--- config.mk ---
export PLATFORM = sky130hd
export DESIGN_NAME = hicore_icb_arb2
export DESIGN_NICKNAME = d
export VERILOG_FILES = /design/src/rtl/hicore_icb_arb2_pkg.sv /design/src/rtl/gnrl_dfflr.sv /design/src/rtl/gnrl_dffr.sv /design/src/rtl/hicore_icb_id_fifo.sv /design/src/rtl/hicore_icb_arb2.sv
export SDC_FILE = /design/constraint.sdc
export NUM_CORES = 1
export LEC_CHECK = 0
export CAP_MARGIN = 20
export CELL_PAD_IN_SITES_DETAIL_PLACEMENT = 1
export CELL_PAD_IN_SITES_GLOBAL_PLACEMENT = 1
export CORE_MARGIN = 5
export CORE_UTILIZATION = 14
export CTS_BUF_LIST = sky130_fd_sc_hd__clkbuf_8
export DETAILED_ROUTE_END_ITERATION = 8
export PLACE_DENSITY_LB_ADDON = 0.25
export SETUP_SLACK_MARGIN = 0.1
export SLEW_MARGIN = 10
export SYNTH_ARGS = -nofsm -noshare
export SYNTH_HDL_FRONTEND = slang
export SYNTH_SLANG_ARGS = --single-unit
--- constraint.sdc ---
create_clock -name clk -period 2.1 [get_ports clk]
set_clock_uncertainty 0.05 [all_clocks]
set_input_delay 0.525 -clock clk [delete_from_list [all_inputs] [get_ports clk]]
set_output_delay 0.525 -clock clk [all_outputs]
set_load 0.01 [all_outputs]
--- src/rtl/hicore_icb_arb2_pkg.sv ---
// Shared widths and helpers for the two-master ICB arbiter.
`default_nettype none

`ifndef HiCore_ADDR_SIZE
`define HiCore_ADDR_SIZE 32
`endif
`ifndef HiCore_REG_SIZE
`define HiCore_REG_SIZE 32
`endif

package hicore_icb_arb2_pkg;
  localparam int HICORE_AW = `HiCore_ADDR_SIZE;
  localparam int HICORE_DW = `HiCore_REG_SIZE;

  function automatic int ptr_w(input int depth);
    return (depth > 1) ? $clog2(depth) : 1;
  endfunction
endpackage

`default_nettype wire

--- src/rtl/gnrl_dfflr.sv ---
// Load-enabled DFF with asynchronous active-low reset to zero.
`default_nettype none

module gnrl_dfflr #(
  parameter int DW = 1
) (
  input  logic          lden_i,
  input  logic [DW-1:0] dnxt_i,
  output logic [DW-1:0] qout_o,
  input  logic          clk,
  input  logic          rst_n
);
  logic [DW-1:0] qout_q;

  always_ff @(posedge clk or negedge rst_n) begin
    if (!rst_n)      qout_q <= '0;
    else if (lden_i) qout_q <= dnxt_i;
  end

  assign qout_o = qout_q;
endmodule

`default_nettype wire

--- src/rtl/gnrl_dffr.sv ---
// Plain DFF with asynchronous active-low reset to zero.
`default_nettype none

module gnrl_dffr #(
  parameter int DW = 1
) (
  input  logic [DW-1:0] dnxt_i,
  output logic [DW-1:0] qout_o,
  input  logic          clk,
  input  logic          rst_n
);
  logic [DW-1:0] qout_q;

  always_ff @(posedge clk or negedge rst_n) begin
    if (!rst_n) qout_q <= '0;
    else        qout_q <= dnxt_i;
  end

  assign qout_o = qout_q;
endmodule

`default_nettype wire

--- src/rtl/hicore_icb_id_fifo.sv ---
// DEPTH x 1-bit in-order FIFO holding the owner of each outstanding command.
`default_nettype none

module hicore_icb_id_fifo
  import hicore_icb_arb2_pkg::*;
#(
  parameter int DEPTH = 2
) (
  input  logic clk,
  input  logic rst_n,
  input  logic push_i,
  input  logic din_i,
  input  logic pop_i,
  output logic full_o,
  output logic empty_o,
  output logic head_o
);
  localparam int PW = ptr_w(DEPTH);
  localparam int CW = $clog2(DEPTH) + 1;

  logic [PW-1:0]    wptr_q, wptr_d, rptr_q, rptr_d;
  logic [CW-1:0]    cnt_q, cnt_d;
  logic [DEPTH-1:0] mem_q;

  // Explicit wrap so non-power-of-two depths stay in range.
  function automatic logic [PW-1:0] ptr_inc(input logic [PW-1:0] p);
    return (p == PW'(DEPTH - 1)) ? '0 : p + PW'(1);
  endfunction

  always_comb begin
    wptr_d = push_i ? ptr_inc(wptr_q) : wptr_q;
    rptr_d = pop_i  ? ptr_inc(rptr_q) : rptr_q;
    cnt_d  = cnt_q;
    if (push_i && !pop_i)      cnt_d = cnt_q + CW'(1);
    else if (pop_i && !push_i) cnt_d = cnt_q - CW'(1);
  end

  gnrl_dffr #(.DW(PW)) u_wptr (.dnxt_i(wptr_d), .qout_o(wptr_q), .clk(clk), .rst_n(rst_n));
  gnrl_dffr #(.DW(PW)) u_rptr (.dnxt_i(rptr_d), .qout_o(rptr_q), .clk(clk), .rst_n(rst_n));
  gnrl_dffr #(.DW(CW)) u_cnt  (.dnxt_i(cnt_d),  .qout_o(cnt_q),  .clk(clk), .rst_n(rst_n));

  for (genvar i = 0; i < DEPTH; i++) begin : g_mem
    gnrl_dfflr #(.DW(1)) u_ent (
      .lden_i (push_i && (wptr_q == PW'(i))),
      .dnxt_i (din_i),
      .qout_o (mem_q[i]),
      .clk    (clk),
      .rst_n  (rst_n)
    );
  end

  assign head_o  = mem_q[rptr_q];
  assign full_o  = (cnt_q == CW'(DEPTH));
  assign empty_o = (cnt_q == '0);
endmodule

`default_nettype wire

--- src/rtl/hicore_icb_arb2.sv ---
// Round-robin two-master to one-slave ICB arbiter with stall lock and in-order
// response routing.
`default_nettype none

module hicore_icb_arb2
  import hicore_icb_arb2_pkg::*;
#(
  parameter int AW   = HICORE_AW,
  parameter int DW   = HICORE_DW,
  parameter int OUTS = 2
) (
  input  logic            clk,
  input  logic            rst_n,
  input  logic            m0_icb_cmd_valid,
  output logic            m0_icb_cmd_ready,
  input  logic            m0_icb_cmd_read,
  input  logic [AW-1:0]   m0_icb_cmd_addr,
  input  logic [DW-1:0]   m0_icb_cmd_wdata,
  input  logic [DW/8-1:0] m0_icb_cmd_wmask,
  output logic            m0_icb_rsp_valid,
  input  logic            m0_icb_rsp_ready,
  output logic            m0_icb_rsp_err,
  output logic [DW-1:0]   m0_icb_rsp_rdata,
  input  logic            m1_icb_cmd_valid,
  output logic            m1_icb_cmd_ready,
  input  logic            m1_icb_cmd_read,
  input  logic [AW-1:0]   m1_icb_cmd_addr,
  input  logic [DW-1:0]   m1_icb_cmd_wdata,
  input  logic [DW/8-1:0] m1_icb_cmd_wmask,
  output logic            m1_icb_rsp_valid,
  input  logic            m1_icb_rsp_ready,
  output logic            m1_icb_rsp_err,
  output logic [DW-1:0]   m1_icb_rsp_rdata,
  output logic            s_icb_cmd_valid,
  input  logic            s_icb_cmd_ready,
  output logic            s_icb_cmd_read,
  output logic [AW-1:0]   s_icb_cmd_addr,
  output logic [DW-1:0]   s_icb_cmd_wdata,
  output logic [DW/8-1:0] s_icb_cmd_wmask,
  input  logic            s_icb_rsp_valid,
  output logic            s_icb_rsp_ready,
  input  logic            s_icb_rsp_err,
  input  logic [DW-1:0]   s_icb_rsp_rdata
);
  logic lock_q, lock_d, lock_id_q, lock_id_d, last_q, last_d;
  logic cand_id, cand_valid, cmd_ok, cmd_hs, rsp_hs;
  logic fifo_full, fifo_empty, fifo_head;
  logic own0, own1;

  // last_q resets to m0, so a lone m0 wins but simultaneous requests go to m1.
  always_comb begin
    cand_id = 1'b0;
    if (lock_q)                                     cand_id = lock_id_q;
    else if (m0_icb_cmd_valid && m1_icb_cmd_valid)  cand_id = ~last_q;
    else if (m1_icb_cmd_valid)                      cand_id = 1'b1;
  end

  assign cand_valid = cand_id ? m1_icb_cmd_valid : m0_icb_cmd_valid;
  assign cmd_ok     = ~fifo_full;

  assign s_icb_cmd_valid  = cand_valid & cmd_ok;
  assign s_icb_cmd_read   = cand_id ? m1_icb_cmd_read  : m0_icb_cmd_read;
  assign s_icb_cmd_addr   = cand_id ? m1_icb_cmd_addr  : m0_icb_cmd_addr;
  assign s_icb_cmd_wdata  = cand_id ? m1_icb_cmd_wdata : m0_icb_cmd_wdata;
  assign s_icb_cmd_wmask  = cand_id ? m1_icb_cmd_wmask : m0_icb_cmd_wmask;
  assign m0_icb_cmd_ready = ~cand_id & s_icb_cmd_ready & cmd_ok;
  assign m1_icb_cmd_ready =  cand_id & s_icb_cmd_ready & cmd_ok;
  assign cmd_hs           = s_icb_cmd_valid & s_icb_cmd_ready;

  always_comb begin
    lock_d    = lock_q;
    lock_id_d = lock_id_q;
    last_d    = last_q;
    if (cmd_hs) begin
      lock_d = 1'b0;
      last_d = cand_id;
    end else if (s_icb_cmd_valid) begin
      lock_d    = 1'b1;
      lock_id_d = cand_id;
    end
  end

  always_ff @(posedge clk or negedge rst_n) begin
    if (!rst_n) begin
      lock_q    <= 1'b0;
      lock_id_q <= 1'b0;
      last_q    <= 1'b0;
    end else begin
      lock_q    <= lock_d;
      lock_id_q <= lock_id_d;
      last_q    <= last_d;
    end
  end

  hicore_icb_id_fifo #(.DEPTH(OUTS)) u_id_fifo (
    .clk     (clk),
    .rst_n   (rst_n),
    .push_i  (cmd_hs),
    .din_i   (cand_id),
    .pop_i   (rsp_hs),
    .full_o  (fifo_full),
    .empty_o (fifo_empty),
    .head_o  (fifo_head)
  );

  // With nothing outstanding neither master owns the response channel.
  assign own0 = ~fifo_empty & ~fifo_head;
  assign own1 = ~fifo_empty &  fifo_head;

  assign s_icb_rsp_ready  = (fifo_head ? m1_icb_rsp_ready : m0_icb_rsp_ready) & ~fifo_empty;
  assign rsp_hs           = s_icb_rsp_valid & s_icb_rsp_ready;
  assign m0_icb_rsp_valid = s_icb_rsp_valid & own0;
  assign m1_icb_rsp_valid = s_icb_rsp_valid & own1;
  assign m0_icb_rsp_err   = s_icb_rsp_err & own0;
  assign m1_icb_rsp_err   = s_icb_rsp_err & own1;
  assign m0_icb_rsp_rdata = own0 ? s_icb_rsp_rdata : '0;
  assign m1_icb_rsp_rdata = own1 ? s_icb_rsp_rdata : '0;
endmodule

`default_nettype wire

==> results_dict.tcl <==
set metrics [dict create \
    yosysTopAreaCellShare_pct 29.39 \
    clk_latency_ns 0.23 \
    ys_seq_area_share_pct 11.02 \
    vdd_drop_max_mv 0.8492 \
    ys_types 31 \
    syn_area_sq_mm 0.002043 \
    die-width_um 130.8 \
    hp-class "reg -> reg" \
    numCtsBuffers 3 \
    violations "negative setup slack" \
    cp_slowest_cell "dfrtp_2" \
    synth_edf_count 0 \
    grt_pass1_wl_um 22530 \
    drv_cap 0 \
    grt_use_total_pct 17.53 \
    synthMostInstantiatedCell "and2_1" \
    swShare_pct 35.67 \
    cts_tree "done" \
    placed_cell_area_sq_mm 0.005697 \
    wirelength_um 17120 \
    rsz0062_at_grt "yes" \
    areaGrowthSynthToFinish_pct 239.9 \
    seq_power_share_pct 3.5 \
    cts-htree-levels 1 \
    clock_tree.root_cell "clkbuf_8" \
    wl_per_cell_um 21.67 \
    diodes 0 \
    drive_above_1_share_pct 63.86 \
    syn_inst 213 \
    place_inst 736 \
    clock_path_buffers 2 \
    layout.cells.non_filler 790 \
    p_leak_nw 3.299 \
    finish.instance_area_sq_mm 0.006944 \
    setup_viol 139 \
    finalHoldViolCount 0 \
    drv_slew 0 \
    first_pass_iters 5 \
    postRouteAntennaNets 0 \
    synth_top_cell_by_area "mux2_4" \
    p_clk_share_pct 1.8 \
    use_met2_pct 35.51 \
    pre_cts_ws_ns -1.028 \
    top_usage_layer "met2" \
    power_frac_comb_pct 94.6 \
    path_cells "nand2_2, a21boi_4, buf_12, buf_12, buf_8, buf_12, mux2_4, buf_6" \
    ys_ff_latch 9 \
    synthTopCellsByArea "mux2_4 (29%), and2_1 (21%), mux2_2 (17%), dfrtp_1 (11%), buf_6 (3.3%)" \
    p_switching_mw 3.748 \
    dieArea_sq_mm 0.01711 \
    grt_overflow 0 \
    tns_ns -27.54 \
    critPathMostFrequentCell "buf_12" \
    critPathRequiredTime_ns 1.52 \
    async_flop_share_pct 100.0 \
    fin_ws_ns -0.3613 \
    cp-end-kind "output pin" \
    synth_common_cells "and2_1 (68), mux2_4 (40), mux2_2 (30), dfrtp_1 (9), clkbuf_1 (8)" \
    period_needed_ns 2.461 \
    initial_core_util_pct 14.17 \
    dp_hpwl_um 12840 \
    whs_ns 0.4733 \
    clk_pin_slew_ns 0.04 \
    clkSinkCount 9 \
    met3_usage_pct 8.293 \
    syn_nets 393 \
    grt_max_degree 10 \
    status "finished with violations" \
    grt_util_met1_pct 16.11 \
    dr.first_iter.drc_count 50 \
    power_density_mw_per_mm2 1513 \
    port_buffers 319 \
    finalCritPeriodShare_pct 117.2 \
    post-route-util_pct 48.14 \
    placementRows 44 \
    fp.dieH_um 130.8 \
    drc 0 \
    gp_congestion 0.8151 \
    p_int_mw 6.760 \
    critPathMaxFanout 7 \
    slowest_delay_ns 0.43 \
    nNetsFinal 787 \
    critPathArrivalTime_ns 1.89 \
    clock.fmax_mhz 406.3 \
    pin_count 320 \
    worstMarginPinSlew_ns 0.4369 \
    antenna_found_initial 1 \
    num_vias 3281 \
    ys_warn_count 0 \
    core_area_sq_mm 0.01442 \
    slew_headroom_pct 70.78 \
    synth_flop_cell "dfrtp_1" \
    routed_via_density 4.153 \
    path_class "reg -> out" \
    startpoint_type "flop" \
    grt_pass1_vias 3700 \
    syn_avg_cell_area_sq_um 9.593 \
    power.total_mw 10.51 \
]
-- cells in the final DEF (no fill, tap or decap), types with 3 or more instances in the layout --
cell type	count
o41ai_1	3
inv_1	4
dfrtp_1	8
clkbuf_8	3
mux2i_1	3
nor2_4	3
buf_2	17
buf_8	9
clkdlybuf4s50_1	175
mux2_2	4
o21ai_0	3
buf_16	6
buf_4	32
o31ai_1	6
buf_12	14
mux2_4	66
and2_4	68
buf_6	151
-- registers in the layout (all words and copies together), names as in the netlist --
signal                        cells
last_q                            1
u_id_fifo.u_cnt.qout_o            2
u_id_fifo.g_mem.u_ent.qout_o      2
u_id_fifo.u_wptr.qout_o           1
u_id_fifo.u_rptr.qout_o           1
lock_q                            1
lock_id_q                         1
-- cells by family after synthesis --
| family | Yosys count | share of synthesized area (%) |
|---|---|---|
| simple gates | 88 | 25.90 |
| mux | 74 | 47.89 |
| buf+inv | 19 | 5.817 |
| compound gates | 18 | 7.042 |
| flops | 9 | 11.02 |
| xor+xnor | 4 | 1.715 |
| fa+ha+maj | 1 | 0.6123 |
-- routing by layer --
metal	part of all wire, %	vias up
li1	-	1528
met4	0.53	2
met1	32	1557
met3	12	6
met5	0.11	-
met2	55	188
-- final timing paths --
| check | startpoint | depth (start not counted) | slack [ns] | end |
|---|---|---|---|---|
| worst max-delay path | lock_q | 8 | -0.36 | s_icb_cmd_addr[30] |
| worst min-delay path | u_id_fifo.u_wptr.qout_o | 1 | 0.47 | u_id_fifo.u_wptr.qout_o |
| worst max register to register | lock_q | 8 | 0.20 | u_id_fifo.u_cnt.qout_o[1] |
| worst min register to register | u_id_fifo.u_wptr.qout_o | 1 | 0.47 | u_id_fifo.u_wptr.qout_o |
| max in group asynchronous | rst_n | 1 | 1.12 | lock_q |
| min in group asynchronous | rst_n | 1 | 0.56 | u_id_fifo.u_cnt.qout_o[1] |
-- repair_timing --
item / in CTS / in global routing
buffers inserted: 32 / 11
endpoints found under the setup margin: 143 / 142
gates resized for setup: 812 / 90
cloned: 15 / 0
pin swaps: 41 / 23
hold buffers: 0 / 0
-- power by group through the flow --
stage                     Sequential (mW)  Clock (mW)  Combinational [mW]
after detailed placement            0.338           0                6.45
after global placement              0.334           0                6.37
after floorplan                     0.357           0                3.01
after global routing                0.384       0.209                10.5
final                               0.371       0.193                9.94
after CTS                           0.366       0.201                9.53
-- area by class of cell --
cell class	instances	area, sq um
Clock buffer	3	41.29
Clock inverter	1	3.754
Fill cell	1549	7480
Inverter	3	11.26
Multi-Input combinational cell	185	2061
Sequential cell	9	226.5
Tap cell	184	230.2
Timing Repair Buffer	405	4370
-- critical path, delay by kind of cell (launching register included) --
family,cells,cell delay [ns]
compound gates,1,0.22
mux,1,0.31
flops,1,0.43
simple gates,1,0.09
buf+inv,5,0.60
(Power assumes the default switching activity.)
